===== config.mk =====
export PLATFORM = sky130hd
export DESIGN_NAME = calc1_req_sched_flat
export DESIGN_NICKNAME = d
export VERILOG_FILES = /design/src/rtl/calc1_req_sched_pkg.sv /design/src/rtl/calc1_req_sched_if.sv /design/src/rtl/calc1_req_sched_arb.sv /design/src/rtl/calc1_req_sched.sv /design/src/flat_wrapper.sv
export SDC_FILE = /design/constraint.sdc
export NUM_CORES = 1
export LEC_CHECK = 0
export CAP_MARGIN = 20
export CORE_AREA = 2 2 151 153
export DETAILED_ROUTE_END_ITERATION = 8
export DIE_AREA = 0 0 153 155
export PLACE_DENSITY = 0.8
export SYNTH_ARGS = -nofsm -noshare
export SYNTH_HDL_FRONTEND = slang
export SYNTH_SLANG_ARGS = --single-unit

===== constraint.sdc =====
create_clock -name c_clk -period 3 [get_ports c_clk]
set_input_delay 0.6 -clock c_clk [delete_from_list [all_inputs] [get_ports c_clk]]
set_output_delay 0.6 -clock c_clk [all_outputs]
set_load 0.01 [all_outputs]

===== src/rtl/calc1_req_sched_pkg.sv =====
// Shared types and encodings for the CALC1 request scheduler.
package calc1_sched_pkg;

   // scheduler sequencing states
   typedef enum logic [2:0] {
      ST_IDLE,
      ST_CMD,
      ST_OP2,
      ST_WAIT,
      ST_RSP
   } sched_state_e;

   // CALC1 command codes
   localparam logic [3:0] CMD_NOP = 4'd0;
   localparam logic [3:0] CMD_ADD = 4'd1;
   localparam logic [3:0] CMD_SUB = 4'd2;
   localparam logic [3:0] CMD_SHL = 4'd5;
   localparam logic [3:0] CMD_SHR = 4'd6;

   // CALC1 / scheduler response codes
   localparam logic [1:0] RESP_NONE    = 2'd0;
   localparam logic [1:0] RESP_OK      = 2'd1;
   localparam logic [1:0] RESP_ERR     = 2'd2;
   localparam logic [1:0] RESP_TIMEOUT = 2'd3;

   // the part of an accepted request still needed after the acceptance cycle
   typedef struct packed {
      logic [3:0]  cmd;
      logic [31:0] op2;
   } pend_t;

endpackage


===== src/rtl/calc1_req_sched_if.sv =====
// Requester and CALC1 port bundle for calc1_req_sched.
// slave = scheduler side, master = requesters plus CALC1 model side.
interface calc1_req_sched_if #(
   parameter int NUM_REQ = 4
);
   logic [NUM_REQ-1:0]        req_valid;
   logic [NUM_REQ-1:0]        req_ready;
   logic [NUM_REQ-1:0][3:0]   req_cmd;
   logic [NUM_REQ-1:0][31:0]  req_op1;
   logic [NUM_REQ-1:0][31:0]  req_op2;
   logic [NUM_REQ-1:0]        rsp_valid;
   logic [1:0]                rsp_resp;
   logic [31:0]               rsp_data;
   logic [3:0]                calc_cmd;
   logic [31:0]               calc_data_in;
   logic [1:0]                calc_resp;
   logic [31:0]               calc_data_out;

   modport slave (
      input  req_valid, req_cmd, req_op1, req_op2, calc_resp, calc_data_out,
      output req_ready, rsp_valid, rsp_resp, rsp_data, calc_cmd, calc_data_in
   );

   modport master (
      output req_valid, req_cmd, req_op1, req_op2, calc_resp, calc_data_out,
      input  req_ready, rsp_valid, rsp_resp, rsp_data, calc_cmd, calc_data_in
   );
endinterface


===== src/rtl/calc1_req_sched_arb.sv =====
// Round-robin arbiter: the search starts one past the last granted
// requester and wraps, so every requester is served within NUM_REQ grants.
module calc1_rr_arb #(
   parameter int NUM_REQ = 4
) (
   input  logic [NUM_REQ-1:0]         req,
   input  logic [$clog2(NUM_REQ)-1:0] last_grant,
   output logic [NUM_REQ-1:0]         grant
);
   localparam int LGW = $clog2(NUM_REQ);

   logic           found;
   int             pos;
   logic [LGW-1:0] idx;

   // first active requester after last_grant, wrapping past NUM_REQ-1
   always_comb begin
      grant = '0;
      found = 1'b0;
      pos   = 0;
      idx   = '0;
      for (int i = 1; i <= NUM_REQ; i++) begin
         pos = int'(last_grant) + i;
         if (pos >= NUM_REQ) pos = pos - NUM_REQ;
         idx = LGW'(pos);
         if (!found && req[idx]) begin
            grant[idx] = 1'b1;
            found      = 1'b1;
         end
      end
   end
endmodule


===== src/rtl/calc1_req_sched.sv =====
// calc1_req_sched: shares one CALC1 port among NUM_REQ requesters, one
// command in flight at a time. Optional WAIT timeout is built when the
// macro CALC1_SCHED_TIMEOUT_EN is defined.
module calc1_req_sched
   import calc1_sched_pkg::*;
#(
   parameter int NUM_REQ     = 4,
   parameter int TIMEOUT_CYC = 64
) (
   input  logic             c_clk,
   input  logic             reset,
   calc1_req_sched_if.slave bus,
   output logic             busy,
   output logic             timeout_err
);
   localparam int LGW   = $clog2(NUM_REQ);
   localparam int CNT_W = $clog2(TIMEOUT_CYC + 1);
   localparam logic [NUM_REQ-1:0] ONE = NUM_REQ'(1);

   sched_state_e        state;
   logic [LGW-1:0]      last_grant;
   logic [LGW-1:0]      gnt_idx;
   logic [LGW-1:0]      cur_idx;
   logic [NUM_REQ-1:0]  grant;
   pend_t               pend;

`ifdef CALC1_SCHED_TIMEOUT_EN
   logic [CNT_W-1:0]    wait_cnt;
   logic                tmo_err;
   assign timeout_err = tmo_err;
`else
   logic [CNT_W-1:0]    unused_tmo;
   assign unused_tmo  = '0;
   assign timeout_err = 1'b0;
`endif

   calc1_rr_arb #(.NUM_REQ(NUM_REQ)) u_arb (
      .req        (bus.req_valid),
      .last_grant (last_grant),
      .grant      (grant)
   );

   // one-hot grant to index for operand selection
   always_comb begin
      gnt_idx = '0;
      for (int i = 0; i < NUM_REQ; i++)
         if (grant[i]) gnt_idx = LGW'(i);
   end

   // acceptance is offered only from IDLE and never while reset is held
   assign bus.req_ready = (reset && state == ST_IDLE) ? grant : '0;
   assign busy          = (state != ST_IDLE);

   // sequencer: accept, present cmd/op1, present op2, wait for CALC1, respond
   always_ff @(posedge c_clk) begin
      if (!reset) begin
         state            <= ST_IDLE;
         last_grant       <= LGW'(NUM_REQ - 1);
         cur_idx          <= '0;
         pend             <= '0;
         bus.calc_cmd     <= '0;
         bus.calc_data_in <= '0;
         bus.rsp_valid    <= '0;
         bus.rsp_resp     <= RESP_NONE;
         bus.rsp_data     <= '0;
`ifdef CALC1_SCHED_TIMEOUT_EN
         wait_cnt         <= '0;
         tmo_err          <= 1'b0;
`endif
      end else begin
         bus.rsp_valid <= '0;
         case (state)
            ST_IDLE: begin
               if (|bus.req_valid) begin
                  cur_idx          <= gnt_idx;
                  pend.cmd         <= bus.req_cmd[gnt_idx];
                  pend.op2         <= bus.req_op2[gnt_idx];
                  // a nop never reaches the CALC1 port, so nothing is driven for it
                  bus.calc_cmd     <= bus.req_cmd[gnt_idx];
                  bus.calc_data_in <= (bus.req_cmd[gnt_idx] == CMD_NOP) ? '0
                                                                        : bus.req_op1[gnt_idx];
                  state            <= ST_CMD;
               end
            end
            ST_CMD: begin
               if (pend.cmd == CMD_NOP) begin
                  // nop is answered locally with err, bypassing the CALC1 exchange
                  bus.rsp_valid <= ONE << cur_idx;
                  bus.rsp_resp  <= RESP_ERR;
                  bus.rsp_data  <= '0;
                  state         <= ST_RSP;
               end else begin
                  bus.calc_cmd     <= '0;
                  bus.calc_data_in <= pend.op2;
                  state            <= ST_OP2;
               end
            end
            ST_OP2: begin
               bus.calc_data_in <= '0;
               state            <= ST_WAIT;
`ifdef CALC1_SCHED_TIMEOUT_EN
               wait_cnt         <= '0;
`endif
            end
            ST_WAIT: begin
               if (bus.calc_resp != RESP_NONE) begin
                  bus.rsp_valid <= ONE << cur_idx;
                  bus.rsp_resp  <= bus.calc_resp;
                  bus.rsp_data  <= bus.calc_data_out;
                  state         <= ST_RSP;
               end
`ifdef CALC1_SCHED_TIMEOUT_EN
               else if (wait_cnt == CNT_W'(TIMEOUT_CYC - 1)) begin
                  bus.rsp_valid <= ONE << cur_idx;
                  bus.rsp_resp  <= RESP_TIMEOUT;
                  bus.rsp_data  <= '0;
                  tmo_err       <= 1'b1;
                  state         <= ST_RSP;
               end else begin
                  wait_cnt <= wait_cnt + CNT_W'(1);
               end
`endif
            end
            ST_RSP: begin
               last_grant   <= cur_idx;
               bus.rsp_resp <= RESP_NONE;
               bus.rsp_data <= '0;
               state        <= ST_IDLE;
            end
            default: state <= ST_IDLE;
         endcase
      end
   end
endmodule


===== src/flat_wrapper.sv =====
// flat-port wrapper written by rule: the top's interface ports become plain ports
module calc1_req_sched_flat import calc1_sched_pkg::*;
#(
   parameter int NUM_REQ     = 4,
   parameter int TIMEOUT_CYC = 64
)
  (c_clk, reset, busy, timeout_err, bus_req_valid, bus_req_cmd, bus_req_op1, bus_req_op2, bus_calc_resp, bus_calc_data_out, bus_req_ready, bus_rsp_valid, bus_rsp_resp, bus_rsp_data, bus_calc_cmd, bus_calc_data_in);
  calc1_req_sched_if #(.NUM_REQ(NUM_REQ)) bus_i ();
  input  logic c_clk;
  input  logic reset;
  output logic busy;
  output logic timeout_err;
  input wire logic [$bits(bus_i.req_valid)-1:0] bus_req_valid;
  input wire logic [$bits(bus_i.req_cmd)-1:0] bus_req_cmd;
  input wire logic [$bits(bus_i.req_op1)-1:0] bus_req_op1;
  input wire logic [$bits(bus_i.req_op2)-1:0] bus_req_op2;
  input wire logic [$bits(bus_i.calc_resp)-1:0] bus_calc_resp;
  input wire logic [$bits(bus_i.calc_data_out)-1:0] bus_calc_data_out;
  output wire logic [$bits(bus_i.req_ready)-1:0] bus_req_ready;
  output wire logic [$bits(bus_i.rsp_valid)-1:0] bus_rsp_valid;
  output wire logic [$bits(bus_i.rsp_resp)-1:0] bus_rsp_resp;
  output wire logic [$bits(bus_i.rsp_data)-1:0] bus_rsp_data;
  output wire logic [$bits(bus_i.calc_cmd)-1:0] bus_calc_cmd;
  output wire logic [$bits(bus_i.calc_data_in)-1:0] bus_calc_data_in;
  assign bus_i.req_valid = bus_req_valid;
  assign bus_i.req_cmd = bus_req_cmd;
  assign bus_i.req_op1 = bus_req_op1;
  assign bus_i.req_op2 = bus_req_op2;
  assign bus_i.calc_resp = bus_calc_resp;
  assign bus_i.calc_data_out = bus_calc_data_out;
  assign bus_req_ready = bus_i.req_ready;
  assign bus_rsp_valid = bus_i.rsp_valid;
  assign bus_rsp_resp = bus_i.rsp_resp;
  assign bus_rsp_data = bus_i.rsp_data;
  assign bus_calc_cmd = bus_i.calc_cmd;
  assign bus_calc_data_in = bus_i.calc_data_in;
  calc1_req_sched #(.NUM_REQ(NUM_REQ), .TIMEOUT_CYC(TIMEOUT_CYC)) u_core (.c_clk(c_clk), .reset(reset), .bus(bus_i), .busy(busy), .timeout_err(timeout_err));
endmodule

==> results of run 1 <==
-- through the flow --
| step | hold WS, ps | cell area (sq um) | setup TNS [ps] | power, mW | utilization [%] |
|---|---|---|---|---|---|
| floorplan | 426 | 7670 | -6560 | 4.90 | - |
| global placement | 434 | 12400 | -50430 | 7.11 | 55.8 |
| detailed placement | 445 | 12400 | -55960 | 7.19 | 55.8 |
| CTS | 453 | 13200 | -4960 | 9.54 | 59.4 |
| global route | 471 | 13500 | -10430 | 10.4 | 60.8 |
| finish | 453 | 13500 | -5440 | 9.89 | 60.8 |
-- cell type report --
cell class | count | area (sq um)
well taps | 285 | 357
inverters | 39 | 146
repair buffers | 496 | 4970
flip-flops and latches | 117 | 2340
clock buffers | 21 | 470
clock inverters | 11 | 173
fillers | 1903 | 8720
multi-input cells | 710 | 5050
-- layer usage --
| metal | up-vias | wire length, microns |
|---|---|---|
| met5 | - | 0 |
| met4 | 0 | 1070 |
| met3 | 68 | 2280 |
| met2 | 438 | 15100 |
| met1 | 4285 | 13700 |
| li1 | 4434 | - |
-- sequential cells by signal (all words and copies together), names as in the netlist --
register / flops
u_core.bus.calc_cmd: 4
u_core.bus.calc_data_in: 32
u_core.bus.rsp_data: 32
u_core.bus.rsp_resp: 2
u_core.bus.rsp_valid: 4
u_core.cur_idx: 2
u_core.last_grant: 2
u_core.pend: 36
u_core.state: 3
-- cells in the mapped netlist, types with 4 or more instances --
cell type,number,area (sq um)
a211oi_1,65,488
nor3_1,35,175
and3_1,34,213
buf_2,10,50.1
o311ai_0,32,280
o21ai_0,38,190
clkbuf_1,86,323
inv_1,39,146
mux4_2,4,90.1
o31ai_1,33,248
nand3b_1,5,37.5
nand2b_1,5,31.3
nand2_1,89,334
buf_1,4,15.0
a21boi_0,32,240
a21oi_1,49,245
ha_1,8,100
dfxtp_1,117,2340
o41ai_2,29,472
a22oi_1,32,240
nor2_1,115,432
and2_1,6,37.5
mux2i_1,32,320
a31oi_1,32,200
buf_6,5,56.3
-- how the worst min path moves through the flow --
| stage | from | end | slack [ps] | depth (start not counted) |
|---|---|---|---|---|
| 4_1_cts | u_core.pend[34]$_SDFFE_PN0P_ | u_core.pend[34]$_SDFFE_PN0P_ | 450 | 2 |
| 3_5_place_dp | u_core.pend[34]$_SDFFE_PN0P_ | u_core.pend[34]$_SDFFE_PN0P_ | 450 | 2 |
| 3_3_place_gp | u_core.pend[35]$_SDFFE_PN0P_ | u_core.pend[35]$_SDFFE_PN0P_ | 430 | 2 |
| 6_report | u_core.pend[34]$_SDFFE_PN0P_ | u_core.pend[34]$_SDFFE_PN0P_ | 450 | 2 |
| 2_1_floorplan | u_core.pend[34]$_SDFFE_PN0P_ | u_core.pend[34]$_SDFFE_PN0P_ | 430 | 2 |
| 5_1_grt | u_core.bus.calc_cmd[1]$_SDFFE_PN0P_ | u_core.bus.calc_cmd[1]$_SDFFE_PN0P_ | 470 | 2 |
-- report_power, final --
group	internal, mW	switching [mW]
combinational	2.62	2.81
clock	1.46	0.724
sequential	1.97	0.308
-- logic make-up (layout without fill, tap and decap cells) --
family          Yosys count  count (layout)  share of synthesized area, %
simple gates            299             299                          17.5
buf+inv                 146             567                          7.90
fa+ha+maj                 8               8                          1.31
flops                   117             117                          30.7
xor+xnor                  1               1                         0.115
compound gates          361             361                          36.4
other cells               1               1                        0.0491
mux                      40              40                          6.06
-- worst max-delay path, stage by stage (launching register included) --
cell,delay (ps)
dfxtp_2,330
buf_6,130
or3b_1,340
a2111o_1,390
a21bo_1,230
and2_4,200
mux2_4,300
a221o_2,460
clkbuf_16,220
o41ai_4,350
a31oi_1,120
-- repair_timing --
action,in CTS,in global routing
setup buffers,6,6
setup endpoints to repair,76,73
gates resized for setup,50,35
gates cloned,1,2
pin swaps,5,13
hold buffers,0,0
==> impl_metrics.env, run 1 <==
export IMPL_cts_tree="done"
export IMPL_initial_utilization_pct=34.4
export IMPL_grt_util_all_layers_pct=25.5
export IMPL_grt_met2_use_pct=42.5
export IMPL_timing_final_ws_setup_ps=-204
export IMPL_setup_worst_path_class="reg -> reg"
export IMPL_report_final_hold_viol_count=0
export IMPL_crit_reg2reg_launch="u_core.last_grant[0]$_SDFFE_PN1P_"
export IMPL_drt_initial_drc_count=816
export IMPL_clkLatencyLatePin_ps=410
export IMPL_floorplan_die_area_sq_um=23700
export IMPL_syn_num_nets=1293
export IMPL_dr_total_vias=9225
export IMPL_dp_final_hpwl_microns=24200
export IMPL_critPathLaunchType="flip-flop"
export IMPL_timing_hold_worst_class="reg -> reg"
export IMPL_most_common_library_cell_in_the_layout_ignoring_fill_and_taps="clkdlybuf4s50_1"
export IMPL_dieHeight_microns=155
export IMPL_max_freq_mhz=312
export IMPL_outcome="complete, but fails checks"
export IMPL_largest_net_degree_at_the_start_of_global_routing=65
export IMPL_cp_startpoint="u_core.last_grant[0]$_SDFFE_PN1P_"
export IMPL_place_gp_congestion=0.867
export IMPL_route_final_wire_length_microns=32100
export IMPL_clk_transition_reported_paths_ps=60
export IMPL_design_portCount=392
export IMPL_timing_final_crit_period_ps=3200
export IMPL_dp_cells=1633
export IMPL_postSynth_asyncResetShare_pct=0
export IMPL_postSynthRegisterBits=117
export IMPL_via_per_inst=5.49
export IMPL_grt_use_met3_pct=4.71
export IMPL_h_tree_depth=4
export IMPL_worst_r2r_cell_count=10
export IMPL_cp_data_arrival_time_ps=3480
export IMPL_fin_cells=1679
export IMPL_layout_drive_gt1_share_pct=15.8
export IMPL_cts_bufs_inserted=17
export IMPL_synthesis_yosys_warnings=0
export IMPL_register_to_register_setup_slack_ps=-200
export IMPL_failed_checks="negative setup slack"
export IMPL_placeableCoreArea_sq_um=22200
export IMPL_fin_crit_sh_pct=107
export IMPL_slew_limit_headroom_pct=42.0
export IMPL_antenna_found_initial=0
export IMPL_route_detailed_drc=0
export IMPL_ctsRootBufferMaster="clkbuf_16"
export IMPL_maxSlewViolCount=0
export IMPL_antenna_left=0
export IMPL_rsz0062_at_grt="yes"
export IMPL_routedWlPerCell_microns=19.1
export IMPL_clock_sinks=117
export IMPL_post_synth_instance_area_sq_um=7640
export IMPL_dominantRegCellSynth="dfxtp_1"
export IMPL_critPathRequiredTime_ps=3280
export IMPL_layout_nets=1701
export IMPL_setup_worst_path_end_class="flip-flop"
export IMPL_setup_violations=35
export IMPL_p_leak_nw=5.29
export IMPL_die_width_microns=153
export IMPL_worst_r2r_endpoint="u_core.bus.calc_data_in[3]$_SDFFE_PN0P_"
export IMPL_timing_max_cap_violations=0
export IMPL_grt_pass1_wl_microns=48500
export IMPL_drt_pre_antenna_iters=5
export IMPL_rows=55
export IMPL_syn_instance_count=973
export IMPL_via_count_of_the_first_global_routing_pass=8960
export IMPL_grt_most_used_layer="met2"
export IMPL_commonest_cells_after_routing_fill_and_taps_aside="clkdlybuf4s50_1 (382), dfxtp_1 (115), nor2_1 (109)"
export IMPL_vdd_ir_drop_max_mv=0.418
export IMPL_post_synth_edffs=0
export IMPL_skew_ps=10.6
export IMPL_synth_avg_cell_area_sq_um=7.85
export IMPL_netlist_cell_type_count=53
export IMPL_power_per_cell_area_nw_per_um2=732
export IMPL_globalRoute_totalOverflow=0
export IMPL_seq_area_frac_synth_pct=30.7
export IMPL_antenna_diode_count=0
export IMPL_grt_use_met1_pct=32.9
export IMPL_number_of_i_o_port_buffers=390
export IMPL_area_growth_synth_to_final_pct=76.8
export IMPL_worst_pin_slew_ps=868
export IMPL_critPathMaxFanout=11
export IMPL_largest_buffer_count_on_any_clock_path=2
export IMPL_timing_critical_path_to="u_core.bus.calc_data_in[3]$_SDFFE_PN0P_"
export IMPL_place_ws_ps=-920
No activity file was read; power rests on OpenSTA's default activity.
==> run 2: changes to the inputs <==
Settings changed: PLACE_DENSITY 0.8 to 0.7.
==> run 2 against run 1 <==
  * The run still ends with negative setup slack left
  * Sequential share of layout area down 0.64 points
  * Maximum frequency decreased by 4.0%
  * Clock-buffer cell count is 2 lower
  * Combinational power is 14% higher
  * Worst setup slack got worse by 130 ps
  * Clock power is 3% lower
  * Global-route usage up 1.1 points
  * Worst hold slack better by 4.9 ps
  * Non-clock buffer count rose by 19
  * Via count is 1.3% higher
  * Largest cell class unchanged
==> impl_metrics.env, run 2 (synthesis results as in run 1) <==
export IMPL_clock_sinks=117
export IMPL_clkLatencyLatePin_ps=410
export IMPL_cts_tree="done"
export IMPL_antenna_left=0
export IMPL_number_of_i_o_port_buffers=390
export IMPL_setup_worst_path_class="reg -> reg"
export IMPL_rows=55
export IMPL_via_count_of_the_first_global_routing_pass=9232
export IMPL_cts_bufs_inserted=17
export IMPL_drt_pre_antenna_iters=6
export IMPL_biggest_regs="u_core.pend: 36 flops, u_core.bus.calc_data_in: 32 flops, u_core.bus.rsp_data: 32 flops"
export IMPL_slew_limit_headroom_pct=34.5
export IMPL_power_per_cell_area_nw_per_um2=754
export IMPL_outcome="complete, but fails checks"
export IMPL_commonest_cells_after_routing_fill_and_taps_aside="clkdlybuf4s50_1 (382), dfxtp_1 (116), nor2_1 (105)"
export IMPL_most_common_library_cell_in_the_layout_ignoring_fill_and_taps="clkdlybuf4s50_1"
export IMPL_layout_nets=1721
export IMPL_placed_cell_area_sq_um=12300
export IMPL_area_growth_synth_to_final_pct=83.7
export IMPL_h_tree_depth=4
export IMPL_max_freq_mhz=300
export IMPL_antenna_found_initial=0
export IMPL_largest_reg_flops=36
export IMPL_largest_net_degree_at_the_start_of_global_routing=72
export IMPL_drt_initial_drc_count=677
export IMPL_crit_path_cell_trace="buf_6, mux4_2, buf_4, o31ai_2, buf_4, a211o_4, buf_4, nor2_4, a221o_2, buf_12, buf_12, o41ai_2, a31oi_1"
export IMPL_route_detailed_drc=0
export IMPL_clk_transition_reported_paths_ps=60
export IMPL_die_width_microns=153
export IMPL_route_final_wire_length_microns=34200
export IMPL_largest_register="u_core.pend"
export IMPL_cp_data_arrival_time_ps=3620
export IMPL_largest_buffer_count_on_any_clock_path=2
export IMPL_maxSlewViolCount=0
export IMPL_final_util_pct=63.1
export IMPL_timing_max_cap_violations=0
export IMPL_critPathMaxFanout=8
export IMPL_report_final_hold_viol_count=0
export IMPL_crit_top_cell="buf_4"
export IMPL_p_leak_nw=5.51
export IMPL_timing_final_ws_setup_ps=-339
export IMPL_fin_crit_sh_pct=111
export IMPL_max_stage_delay_ps=560
export IMPL_placeableCoreArea_sq_um=22200
export IMPL_worst_path_buf_inv=6
export IMPL_vdd_ir_drop_max_mv=0.475
export IMPL_timing_final_crit_period_ps=3340
export IMPL_clkPwrFrac_pct=20.0
export IMPL_via_per_inst=5.50
export IMPL_floorplan_die_area_sq_um=23700
export IMPL_fin_cells=1699
export IMPL_grt_pass1_wl_microns=50800
export IMPL_share_comb_of_total_power_pct=58.4
export IMPL_layout_drive_gt1_share_pct=19.3
export IMPL_critPathLaunchType="flip-flop"
export IMPL_dp_cells=1630
export IMPL_antenna_diode_count=0
export IMPL_dp_final_hpwl_microns=23900
export IMPL_total_power_mw=10.6
export IMPL_setup_worst_path_end_class="flip-flop"
export IMPL_globalRoute_totalOverflow=0
export IMPL_skew_ps=7.91
export IMPL_ctsRootBufferMaster="clkbuf_16"
export IMPL_timing_critical_path_slowest_stage_cell="mux4_2"
export IMPL_dr_total_vias=9347
export IMPL_dieHeight_microns=155
export IMPL_failed_checks="negative setup slack"
export IMPL_critPathRequiredTime_ps=3280
export IMPL_setup_violations=37
export IMPL_rsz0062_at_grt="yes"
export IMPL_worst_pin_slew_ps=981
export IMPL_seq_power_share_pct=21.6
export IMPL_initial_utilization_pct=34.4
export IMPL_timing_hold_worst_class="reg -> reg"
export IMPL_switchingPower_mw=4.21
export IMPL_grt_util_all_layers_pct=26.6
export IMPL_fin_area_sq_um=14000
export IMPL_routedWlPerCell_microns=20.1
export IMPL_worst_path_dominant_cell_family="compound AO/OA/AOI/OAI gates"
export IMPL_power_switching_fraction_pct=39.8
export IMPL_p_int_mw=6.37
export IMPL_design_portCount=392
export IMPL_place_gp_congestion=0.883
-- run 2: cell count changes in the layout (fill, tap and decap cells not counted), sizes merged --
| cell | delta |
|---|---|
| clkinv | +3 |
| clkbuf | -1 |
| bufinv | -1 |
| buf | +17 |
| bufbuf | +1 |
| a221o | +1 |
| inv | +2 |
| clkinvlp | -2 |
-- run 2: through the flow --
stage / hold slack, ps / TNS, ps / setup WS, ps
3_3_place_gp: 436 / -55190 / -938
5_1_grt: 483 / -10760 / -472
4_1_cts: 452 / -5670 / -204
3_5_place_dp: 441 / -58730 / -1020
6_report: 458 / -6910 / -339
2_1_floorplan: 426 / -6560 / -214
-- run 2: worst paths after layout --
check | cells past startpoint | end | start | slack (ps)
max | 13 | u_core.bus.calc_data_in[3]$_SDFFE_PN0P_ | u_core.last_grant[0]$_SDFFE_PN1P_ | -340
min | 2 | u_core.pend[35]$_SDFFE_PN0P_ | u_core.pend[35]$_SDFFE_PN0P_ | 460
max reg2reg | 13 | u_core.bus.calc_data_in[3]$_SDFFE_PN0P_ | u_core.last_grant[0]$_SDFFE_PN1P_ | -340
min reg2reg | 2 | u_core.pend[35]$_SDFFE_PN0P_ | u_core.pend[35]$_SDFFE_PN0P_ | 460
-- run 2: layer usage --
| metal | wire length (microns) | GRT usage [%] |
|---|---|---|
| met5 | 0 | 0 |
| met4 | 906 | 8.64 |
| met3 | 2340 | 5.38 |
| met2 | 16500 | 45.5 |
| met1 | 14500 | 33.6 |
-- run 2: what timing repair did --
| item | 4_1_cts | 5_1_grt |
|---|---|---|
| buffers inserted | 24 | 9 |
| hold buffers | 0 | 0 |
| gates resized for setup | 82 | 72 |
| pin swaps | 61 | 24 |
| gates cloned | 3 | 4 |
| endpoints found under the setup margin | 76 | 64 |
-- run 2: final cells by class --
class | count | area (sq um)
timing repair buffer | 515 | 5250
tap | 285 | 357
clock buffer | 19 | 453
inverter | 39 | 146
clock inverter | 13 | 171
sequential | 117 | 2350
fill | 1868 | 8200
multi-input combinational | 711 | 5310
-- run 2: tightest hold or removal path: cells and delay by family (launching register included) --
family | cells | cell delay [ps]
and+or+nand+nor | 1 | 50
DFF | 1 | 300
AOI/OAI and AO/OA | 1 | 60
-- run 2: power groups by stage --
stage | clock network, mW | logic (mW) | registers (mW)
final | 2.12 | 6.18 | 2.28
after global routing | 2.22 | 6.57 | 2.31
after CTS | 2.15 | 5.54 | 2.27
after detailed placement | 0 | 4.87 | 2.29
after global placement | 0 | 4.79 | 2.29
after floorplan | 0 | 2.62 | 2.28
==> patch (flow settings as in run 1) <==
The 5 states of `sched_state_e` get a Gray code encoding in 3 bits.
--- a/src/rtl/calc1_req_sched_pkg.sv
+++ b/src/rtl/calc1_req_sched_pkg.sv
@@ -4,9 +4,9 @@
    // scheduler sequencing states
    typedef enum logic [2:0] {
-      ST_IDLE,
-      ST_CMD,
-      ST_OP2,
-      ST_WAIT,
-      ST_RSP
+      ST_IDLE = 3'b000,
+      ST_CMD  = 3'b001,
+      ST_OP2  = 3'b011,
+      ST_WAIT = 3'b010,
+      ST_RSP  = 3'b110
    } sched_state_e;
 
Formal check against the unedited RTL: same outputs for any inputs over 4 cycles, from zero or initial values and one cycle with reset low; so few cycles prove little.
==> patch against run 1 <==
- synthesized cell count down 3.7%
- cell area down 2.7%
- clock power down 4%
- synthesized area down 1.8%
- register-to-register slack better by 0.22 ns
- wire length down 2.9%
- largest power group unchanged
- worst setup slack better by 0.20 ns
- critical path depth up 2
- sequential power up 7%
- first-iteration DRC count down 12%
- total power up 5.5%
- the flow still finishes with violations (setup timing)
- sequential cell count unchanged
==> patch: results (changes against run 1) <==
| Metric | Value |
|---|---|
| Status | `finished with violations` |
| Failing checks | `setup timing` |
| Yosys cell types | `47 (-11%)` |
| Post-synth top cells | `dfxtp_1, nor2_1, nand2_1, clkbuf_1, a211oi_1` |
| Detail-routed via count per cell | `5.449 (-0.82%)` |
| Via count | `8888 (-3.7%)` |
| Nets | `1653 (-2.8%)` |
| Placed cells | `1588 (-2.8%)` |
| CP Data Arrival Time | `3.34 ns (-0.14 ns)` |
| Register area share after synthesis | `31.23% (+0.56 points)` |
| Leakage | `5.084 nW (-4.0%)` |
| Starting DRT DRC Count | `717 (-12%)` |
| Post-synthesis area per instance | `8.005 um^2 (+2.0%)` |
| FILL cells | `1945 (+2.2%)` |
| Worst Tran Pin Value | `0.5266 ns (-0.3412 ns)` |
| Syn. warnings | `0 (unchanged)` |
| Max incr delay on CP | `0.49 ns (+0.03 ns)` |
| Final setup margin | `-0.004813 ns (+0.1993 ns)` |
| Number of global-route vias before repair | `8543 (-4.7%)` |
| Dpl hpwl | `23.32 mm (-3.8%)` |
| Synth Area in XOR/XNOR | `0% (-0.11 points)` |
| Fraction of registers with async set/reset | `0% (unchanged)` |
| Area contributors post-synth | `dfxtp_1, a211oi_1, o41ai_2` |
| Hold buffers post-CTS | `0 (unchanged)` |
| Post-synthesis compound-gate area fraction | `36.35% (-0.049 points)` |
| Top flop regs | `u_core.pend x36, u_core.bus.calc_data_in x32, u_core.bus.rsp_data x32` |
| Post-Route WL | `31.18 mm (-2.9%)` |
| Final setup fails | `1 (-97%)` |
| Final setup TNS | `-0.004813 ns (+5.440 ns)` |
| Worst VDD drop | `0.4493 mV (+7.4%)` |
| Htree depth | `4 (unchanged)` |
| Adder-cell share of the synthesized area | `1.334% (+0.024 points)` |
| Clock Skews | `0.01093 ns (+0.0003033 ns)` |
| Crit Path Max Fanout | `58 (+47)` |
| Switching Share | `40.49% (+1.7 points)` |
| Proportion of layout cells with a drive suffix above 1 | `15.30% (-0.48 points)` |
| TritonRoute pass-1 iters | `6 (+1)` |
| Post-synthesis mux area share | `6.172% (+0.11 points)` |
| GRT Resource Usage Total | `24.64% (-0.83 points)` |
| Dpl ws | `-0.7969 ns (+0.1229 ns)` |
| Num CTS Buffers | `17 (unchanged)` |
| Final GP Congestion | `0.9198 (+6.1%)` |
| Worst skew pair latency | `0.41 ns (about the same)` |
| Pin count of the biggest net entering global routing | `65 (unchanged)` |
| Post-Syn Nets | `1257 (-2.8%)` |
| CP max-delay cell | `mux4_2` |
| First-pass GRT wire length | `46.94 mm (-3.2%)` |
## patch: cell types whose count changed after synthesis, sizes merged, moves of 4 or more
cell,before,now
nand3,0,8
mux2i,32,36
o31ai,34,1
nand2,89,93
mux2,4,0
a221o,4,0
o21bai,1,32
inv,39,6
and2,7,2
## patch: worst paths after layout
check,startpoint,to,depth (start not counted),slack [ns]
setup reg to reg,u_core.last_grant[0],u_core.pend[35],14,0.02
hold / removal,u_core.pend[34],u_core.pend[34],2,0.45
setup / recovery,bus_req_valid[1],u_core.bus.calc_data_in[28],12,-0.005
hold reg to reg,u_core.pend[34],u_core.pend[34],2,0.45
## patch: worst max-delay path: cells and delay by family
kind | cells | cell delay [ns]
AOI/OAI and AO/OA | 4 | 0.94
buffers and inverters | 4 | 0.88
muxes | 1 | 0.49
and+or+nand+nor | 3 | 0.44
## patch: what timing repair did
| action | 4_1_cts | 5_1_grt |
|---|---|---|
| endpoints found under the setup margin | 76 | 62 |
| pin swaps | 5 | 17 |
| gates cloned | 0 | 2 |
| setup buffers | 4 | 5 |
| gates resized for setup | 42 | 41 |
| endpoints found under the hold margin | 0 | 0 |
## patch: cell type report
class,instances,area share [%]
clock inverters,11,1.133
flip-flops and latches,117,17.85
repair buffers,483,36.92
multi-input cells,708,37.64
well taps,285,2.713
clock buffers,21,3.579
inverters,6,0.1713
## patch: cells by family (layout without fill, tap and decap cells)
family | after synthesis | in the layout
AND/OR/NAND/NOR | 305 | 305
flip-flops | 117 | 117
AO/OA/AOI/OAI | 354 | 354
other | 1 | 1
multiplexers | 40 | 40
adder cells (fa/ha/maj) | 8 | 8
buffers and inverters | 112 | 521
## patch: through the flow
step	instance area, um^2	hold WS (ns)	power, mW	utilization (%)
global placement	12170	0.4340	7.877	54.77
global route	13150	0.4705	11.08	59.14
floorplan	7532	0.4264	5.497	-
CTS	12890	0.4508	10.17	58.00
detailed placement	12170	0.4432	7.966	54.77
finish	13150	0.4491	10.44	59.14
## patch: routing by layer
layer  wire length [um]  global-route usage (%)
met1              13160                   31.79
met2              15190                   42.49
met3               2284                   4.930
met4                544                   5.908
met5                  0                       0
## patch: power groups by stage
| stage | sequential [mW] | clock, mW | combinational (mW) |
|---|---|---|---|
| after floorplan | 2.46 | 0 | 3.03 |
| after global placement | 2.43 | 0 | 5.45 |
| after detailed placement | 2.44 | 0 | 5.53 |
| after CTS | 2.42 | 2.13 | 5.62 |
| after global routing | 2.48 | 2.21 | 6.39 |
| final | 2.43 | 2.10 | 5.91 |
